==> config.mk <==
export PLATFORM = sky130hd
export DESIGN_NAME = draw_scheduler
export DESIGN_NICKNAME = d
export VERILOG_FILES = /design/src/rtl/draw_pkg.sv /design/src/rtl/draw_priority_pick.sv /design/src/rtl/draw_scheduler.sv
export SDC_FILE = /design/constraint.sdc
export NUM_CORES = 1
export LEC_CHECK = 0
export CORE_ASPECT_RATIO = 1.25
export CORE_MARGIN = 5
export CORE_UTILIZATION = 34
export CTS_BUF_LIST = sky130_fd_sc_hd__clkbuf_8
export DETAILED_ROUTE_END_ITERATION = 10
export PLACE_DENSITY_LB_ADDON = 0.3
export SETUP_SLACK_MARGIN = 0.02
export SYNTH_ARGS = -nofsm -noshare
export SYNTH_HDL_FRONTEND = slang
export SYNTH_SLANG_ARGS = --single-unit
==> constraint.sdc <==
create_clock -name clock -period 1.8 [get_ports clock]
set_input_delay 0.45 -clock clock [delete_from_list [all_inputs] [get_ports clock]]
set_output_delay 0.45 -clock clock [all_outputs]
set_load 0.01 [all_outputs]
==> src/rtl/draw_pkg.sv <==
// draw_pkg: shared state encoding and VGA field widths for the draw scheduler
package draw_pkg;
  typedef enum logic [1:0] {IDLE, MAP, SPR, FIN} state_t;
  localparam int X_W = 9;
  localparam int Y_W = 8;
  localparam int C_W = 6;
endpackage

==> src/rtl/draw_priority_pick.sv <==
// draw_priority_pick: one-hot of the lowest set bit of mask, plus any-set flag
module draw_priority_pick #(
  parameter int N = 3
) (
  input  logic [N-1:0] mask,
  output logic [N-1:0] onehot,
  output logic         valid
);
  assign onehot = mask & (~mask + N'(1));
  assign valid = |mask;
endmodule

==> src/rtl/draw_scheduler.sv <==
// draw_scheduler: per-frame map/sprite sequencer and VGA write-port arbiter
module draw_scheduler
  import draw_pkg::*;
#(
  parameter int N_SPR = 3,
  parameter int WATCHDOG = 65535
) (
  input  logic                 clock,
  input  logic                 reset,
  input  logic                 frame_start,
  output logic                 map_enable,
  input  logic                 map_done,
  input  logic [X_W-1:0]       map_x,
  input  logic [Y_W-1:0]       map_y,
  input  logic [C_W-1:0]       map_colour,
  input  logic                 map_write,
  input  logic [N_SPR-1:0]     spr_req,
  output logic [N_SPR-1:0]     spr_enable,
  input  logic [N_SPR-1:0]     spr_done,
  input  logic [X_W*N_SPR-1:0] spr_x,
  input  logic [Y_W*N_SPR-1:0] spr_y,
  input  logic [C_W*N_SPR-1:0] spr_colour,
  input  logic [N_SPR-1:0]     spr_write,
  output logic [X_W-1:0]       vga_x,
  output logic [Y_W-1:0]       vga_y,
  output logic [C_W-1:0]       vga_colour,
  output logic                 vga_write,
  output logic                 busy,
  output logic                 frame_done,
  output logic                 overrun,
  output logic                 timeout_err
);
  localparam int WD_W = $clog2(WATCHDOG + 1);
  state_t state;
  logic pending;
  logic [N_SPR-1:0] spr_mask, pick;
  logic pick_valid, grant_done, expire;
  logic [WD_W-1:0] wd_cnt;
  draw_priority_pick #(.N(N_SPR)) u_pick (
    .mask(spr_mask),
    .onehot(pick),
    .valid(pick_valid)
  );
  assign grant_done = map_enable ? map_done : |(spr_done & spr_enable);
  assign expire = wd_cnt == WD_W'(WATCHDOG - 1);
  always_ff @(posedge clock) begin
    if (reset) begin
      state <= IDLE;
      map_enable <= 1'b0;
      spr_enable <= '0;
      busy <= 1'b0;
      frame_done <= 1'b0;
      overrun <= 1'b0;
      timeout_err <= 1'b0;
      pending <= 1'b0;
      spr_mask <= '0;
      wd_cnt <= '0;
    end else begin
      frame_done <= 1'b0;
      if (frame_start && state != IDLE) begin
        if (pending) overrun <= 1'b1;
        pending <= 1'b1;
      end
      case (state)
        IDLE: if (frame_start || pending) begin
          spr_mask <= spr_req;
          pending <= 1'b0;
          map_enable <= 1'b1;
          busy <= 1'b1;
          wd_cnt <= '0;
          state <= MAP;
        end
        MAP, SPR: begin
          wd_cnt <= wd_cnt + WD_W'(1);
          // a watchdog expiry is handled exactly like done, just flagged
          if (grant_done || expire) begin
            map_enable <= 1'b0;
            spr_enable <= pick;
            spr_mask <= spr_mask & ~pick;
            wd_cnt <= '0;
            if (!grant_done) timeout_err <= 1'b1;
            state <= pick_valid ? SPR : FIN;
          end
        end
        FIN: begin
          frame_done <= 1'b1;
          busy <= 1'b0;
          state <= IDLE;
        end
        default: state <= IDLE;
      endcase
    end
  end
  always_comb begin
    vga_x = map_enable ? map_x : '0;
    vga_y = map_enable ? map_y : '0;
    vga_colour = map_enable ? map_colour : '0;
    vga_write = map_enable & map_write;
    for (int i = 0; i < N_SPR; i++)
      if (spr_enable[i]) begin
        vga_x = spr_x[X_W*i +: X_W];
        vga_y = spr_y[Y_W*i +: Y_W];
        vga_colour = spr_colour[C_W*i +: C_W];
        vga_write = spr_write[i];
      end
  end
endmodule
# Word level (Yosys, flattened, before mapping)
# Cells that the tools add are included.
# Widths: inputs -> output; s select.
[totals]
latchBits = 0
regBits = 30
mem_bits_ro = 0
mem_bits_rw = 0
n_memories = 0
in_bits = 106
output_inout_bits = 32
[op_classes]
div_mod_pow = 0
bitwise_logic = 7
n_addsub = 2
n_reduce_logical = 17
multipliers = 0
n_lt_le_gt_ge = 0
muxes = 34
shifts = 0
n_eq_ne = 6
[op_table]
columns = ["op", "n"]
rows = [
  ["$mux 9", 4],
  ["$mux 16", 2],
  ["$mux 8", 4],
  ["$pmux 16 s2", 1],
  ["$mux 6", 4],
  ["$add 16x1->16 const B", 1],
  ["$eq 16x16->1 const B", 1],
  ["$mux 1", 11],
  ["$reduce_and 2->1", 5],
  ["$and 3x3->3", 3],
  ["$mux 3", 2],
  ["$not 3->3", 2],
  ["$pmux 2 s3", 1],
  ["$pmux 3 s2", 1],
  ["$reduce_and 3->1", 2],
  ["$reduce_bool 2->1", 3],
  ["$reduce_or 3->1", 2],
  ["$eq 2x2->1 const B", 2],
  ["$mux 2", 2],
  ["$ne 2x2->1 const B", 2],
  ["$pmux 1 s2", 2],
  ["$add 3x1->3 const B", 1],
  ["$eq 2x1->1 const B", 1],
  ["$logic_not 2->1", 1],
  ["5 further kinds", 6],
]

# Logic depth before layout (Yosys ltp)
[depth]
word_depth = 7
depth_mapped = 8
mapped_depth_nobuf = 7

# Hierarchy
# A second synthesis with hierarchy kept.
[unflattened]
cells_unflattened = 288
hier_area_um2 = 2183.3
[modules_own_cells]
columns = ["mod", "instances", "area_per_inst_um2", "cells_per_inst", "seq_area_each_um2"]
rows = [
  ["draw_scheduler", 1, 2155.8, 284, 600.6],
  ["draw_priority_pick", 1, 27.5, 4, 0.0],
]

# Worst setup path after synthesis
# OpenSTA, ideal clock, no wires.
[synth_path]
kind = "register to output"
from = "register spr_enable[0]"
to = "output port vga_colour[0]"
stages_incl_launch_ff = 9
required_ps = 1350
t_arrival_ps = 1547
slack_ps = -197
cell_sequence = "dfxtp_1 > buf_6 > nor2b_1 > clkbuf_1 > clkbuf_1 > a22oi_1 > nor2_1 > a21oi_1 > o21ai_0"
[synth_via]
elab_chain_len = 3
[synth_rtl]
columns = ["element", "line", "text"]
rows = [
  ["from (decl)", "draw_scheduler.sv:18", "output logic [N_SPR-1:0] spr_enable,"],
  ["from (signal assigned)", "draw_scheduler.sv:78", "spr_enable <= pick;"],
  ["$mux 6 (3 in a row)", "draw_scheduler.sv:100", "if (spr_enable[i]) begin"],
  ["to (decl)", "draw_scheduler.sv:26", "output logic [C_W-1:0] vga_colour,"],
]
# Every way passes these cells.

# Final worst setup path
[layout_path]
from = "register spr_enable[0]"
to = "output port vga_colour[4]"
# The elaborated chain is that of the path after synthesis.

==> metrics.csv <==
stage,metric,value,unit
critical_path,R2R depth,9,
clock_network,clock latency at the later pin of the worst-skew pair,290,ps
logic_synthesis,Synth Area in Compound Gates,28.0,%
timing,period utilization,115,%
cells_and_area,ant diodes,0,
logic_synthesis,Synth async-reset ratio,0,%
cells_and_area,Fillers,470,
floorplanning,Initial Utilization,34.5,%
pwr,Internal Pwr Total,2.88,mW
placed_design,Final Wtd Congestion,0.841,
timing,"Min Clock Period, post-route",2070,ps
critical_path,Critical Path Sink Type,primary output,
route,Iteration-0 DRC Markers,109,
logic_synthesis,post-synthesis mux area share,0.477,%
flow_run,maxcap violations,0,
logic_synthesis,Synth Register Bits,30,
placed_design,# port buffers,137,
critical_path,CP arrival,1620,ps
clock_network,CTS root buf,clkbuf_8,
critical_path,WS Path Type,reg -> out,
clock_network,clock sinks,30,
critical_path,Crit Path Max Fanout,5,
global_route,gr usage total,24.3,%
timing,"Setup violations, final",48,
floorplanning,core area,6090,µm²
timing,"Hold Vio Cnt, Final",0,
route,via count,2942,
route,Remaining DRCs,0,
logic_synthesis,Ys Warns,0,
critical_path,Reg2Reg Setup Slack,-210,ps
logic_synthesis,"Seq/Total Area, Yosys",28.6,%
pwr,leakage,1.77,nW
clock_network,clk slew on worst S/H paths,70,ps
pwr,P_sw,1.73,mW
cells_and_area,area delta synth->final,113,%
critical_path,startpoint types,flip-flop,
global_route,total gr overflow,0,
timing,RSZ-0062 raised after global routing,true,
logic_synthesis,syn avg cell area,6.95,µm²
pwr,clock network power share,18.5,%
timing,clock skew after layout,10.9,ps
timing,Max Slew Vio Count,0,
cells_and_area,NumNets Final,597,
cells_and_area,post-route insts no fill,573,
critical_path,reg2reg end,wd_cnt[6],
logic_synthesis,post-synth net total,412,
cells_and_area,"Design Area, Final",4480,µm²
worst_hold_path,Hold Path Class,reg -> reg,
cells_and_area,layout cells sized above 1,34.6,%
floorplanning,Die X,80.3,µm
pwr,Seq pwr share,17.5,%
pwr,Gate power share,63.9,%
placed_design,DP Wirelength,7140,µm
logic_synthesis,"EDFF count, synth",0,
global_route,number of global-route vias before repair,2865,
global_route,first-pass GRT wire length,15000,µm
placed_design,Placement Cell Area,3910,µm²
timing,Tightest Pin Transition,372,ps
route,DR pass1 iterations,4,
timing,Final WS setup,-265,ps
clock_network,Post-CTS Hold Buffers,0,
timing,hold slack,477,ps
clock_network,CTS Buf Count,5,
clock_network,H-tree Lvls,2,
route,DR WL met2,5090,µm
critical_path,Worst path slowest cell,dfxtp_4,
clock_network,CTS tree,built,
placed_design,Placement Setup Slack,-640,ps
timing,fmax,484,MHz
logic_synthesis,Post-Synth Adder-Cell Area,2.39,%
placed_design,DP Cell Count,543,
route,Detail Route Antenna Nets,0,
critical_path,Worst path max stage delay,360,ps
pwr,peak supply drop,0.808,mV
floorplanning,DIE AREA,7850,µm²
floorplanning,num ports,138,
logic_synthesis,Most used DFF post-synth,dfxtp_1,
floorplanning,Die Ht,97.8,µm
critical_path,crit path from,spr_enable[0],
route,drt wl/cell,17.6,µm
critical_path,worst reg2reg path startpoint,spr_enable[0],
critical_path,critical-path cell list,"nor2b_4, buf_6, a22oi_1, nor2_1, a21oi_2, o21ai_2, buf_2",
logic_synthesis,xor-xnor portion of the synthesized cell area,5.84,%
timing,Worst slew margin,74.8,%
route,final WL,10100,µm
pwr,switching part of the total,37.5,%
logic_synthesis,Synth Area in Simple Gates,28.0,%
logic_synthesis,post-synthesis cell count,302,
critical_path,WP data required,1350,ps
logic_synthesis,Yosys cell types,39,
critical_path,Critical Path End,vga_colour[4],
global_route,initial antenna violation count,0,
status,status,"complete, but fails checks",
route,top layer in use,met4,
logic_synthesis,mapped cell area,2100,µm²
route,vias per inst,5.13,
route,WL met1,3730,µm
floorplanning,std cell rows,32,
clock_network,clk buf depth,2,
logic_synthesis,main combinational cell family by area after synthesis,simple AND/OR/NAND/NOR gates,
pwr,Cell Pwr Density,1030,nW/µm²
global_route,maximum number of pins on one net before global-route repair,19,
route,met3 wire length,915,µm
status,failing checks,setup timing,
[stage by stage]
step	setup TNS [ps]	util, %	power, mW
after floorplan	0	-	1.97
after global placement	-20590	64.3	3.11
after detailed placement	-21970	64.3	3.15
after CTS	-7910	70.1	4.36
after global routing	-11740	73.5	4.85
final	-7740	73.5	4.61
[synthesized netlist by cell type, types with 2 or more instances]
master	number	area, µm²
a211oi_1	2	15.0
nor2b_1	4	25.0
nand2_1	32	120
clkbuf_1	19	71.3
xnor2_1	11	96.3
o21ai_0	30	150
ha_1	4	50.1
or3_1	2	12.5
nor3b_2	2	25.0
dfxtp_1	30	601
nor3_1	8	40.0
buf_6	2	22.5
a31oi_1	2	12.5
a22oi_1	24	180
xor2_1	3	26.3
nor2_1	56	210
inv_1	11	41.3
a21oi_1	31	155
nand3_1	4	20.0
nand4_1	6	37.5
[logic make-up after synthesis]
| logic type | after synthesis |
|---|---|
| simple gates | 124 |
| compound gates | 96 |
| buf+inv | 33 |
| flops | 30 |
| xor+xnor | 14 |
| fa+ha+maj | 4 |
| mux | 1 |
[registers in the layout, summed over array words and instances (netlist names), 2 cells and up]
| signal | flops |
|---|---|
| spr_enable | 3 |
| spr_mask | 3 |
| state | 2 |
| wd_cnt | 16 |
[cell type report]
type | instances | area, µm² | share of cell area, %
well taps | 85 | 106 | 2.38
clock inverters | 2 | 60.1 | 1.34
flip-flops and latches | 30 | 611 | 13.6
repair buffers | 199 | 1920 | 42.8
multi-input cells | 240 | 1660 | 37.0
clock buffers | 6 | 82.6 | 1.85
inverters | 11 | 41.3 | 0.923
[power by group through the flow]
stage               sequential [mW]  clock [mW]  combinational [mW]
floorplan                     0.828           0                1.14
global placement              0.814           0                2.29
detailed placement            0.821           0                2.33
CTS                           0.807       0.865                2.69
global route                  0.817       0.891                3.14
finish                        0.807       0.855                2.95
[layer usage]
| layer | up-vias | track usage, % |
|---|---|---|
| met1 | 1377 | 26.9 |
| met2 | 104 | 42.3 |
| met5 | - | 0 |
| met3 | 26 | 7.75 |
| li1 | 1435 | - |
| met4 | 0 | 9.23 |
[worst min-delay path by stage]
| stage | start | to | slack (ps) | depth (start not counted) |
|---|---|---|---|---|
| 3_3_place_gp | overrun | overrun | 460 | 2 |
| 2_1_floorplan | spr_mask[2] | spr_enable[2] | 460 | 2 |
| 3_5_place_dp | timeout_err | timeout_err | 470 | 2 |
| 5_1_grt | timeout_err | timeout_err | 500 | 2 |
| 4_1_cts | timeout_err | timeout_err | 480 | 2 |
| 6_report | overrun | overrun | 480 | 2 |
[worst max-delay path: cells and delay by family (launching register included)]
family	cells	cell delay [ps]
compound gates	3	300
flops	1	360
simple gates	2	360
buf+inv	2	320
[cells in the final DEF, fill, tap and decap left out, types with 4 or more instances in the layout]
| cell | n |
|---|---|
| nor2_4 | 8 |
| clkdlybuf4s50_1 | 108 |
| nand3_1 | 4 |
| o21ai_1 | 5 |
| buf_2 | 22 |
| nor3_1 | 6 |
| xnor2_1 | 11 |
| buf_6 | 15 |
| nand2_1 | 32 |
| a22oi_1 | 14 |
| clkbuf_8 | 6 |
| buf_12 | 7 |
| nor2_2 | 5 |
| nor2_1 | 44 |
| a22oi_2 | 10 |
| a21oi_1 | 22 |
| a21oi_2 | 9 |
| buf_4 | 38 |
| nand4_1 | 6 |
| dfxtp_1 | 26 |
| o21ai_2 | 23 |
| ha_1 | 4 |
| inv_1 | 11 |
[what timing repair did]
item,in CTS,in global routing
setup endpoints to repair,52,49
pin swaps,20,38
resized for setup,151,38
gates cloned,5,1
buffers inserted,12,5
Note: power is estimated with default switching activity, not from simulation.
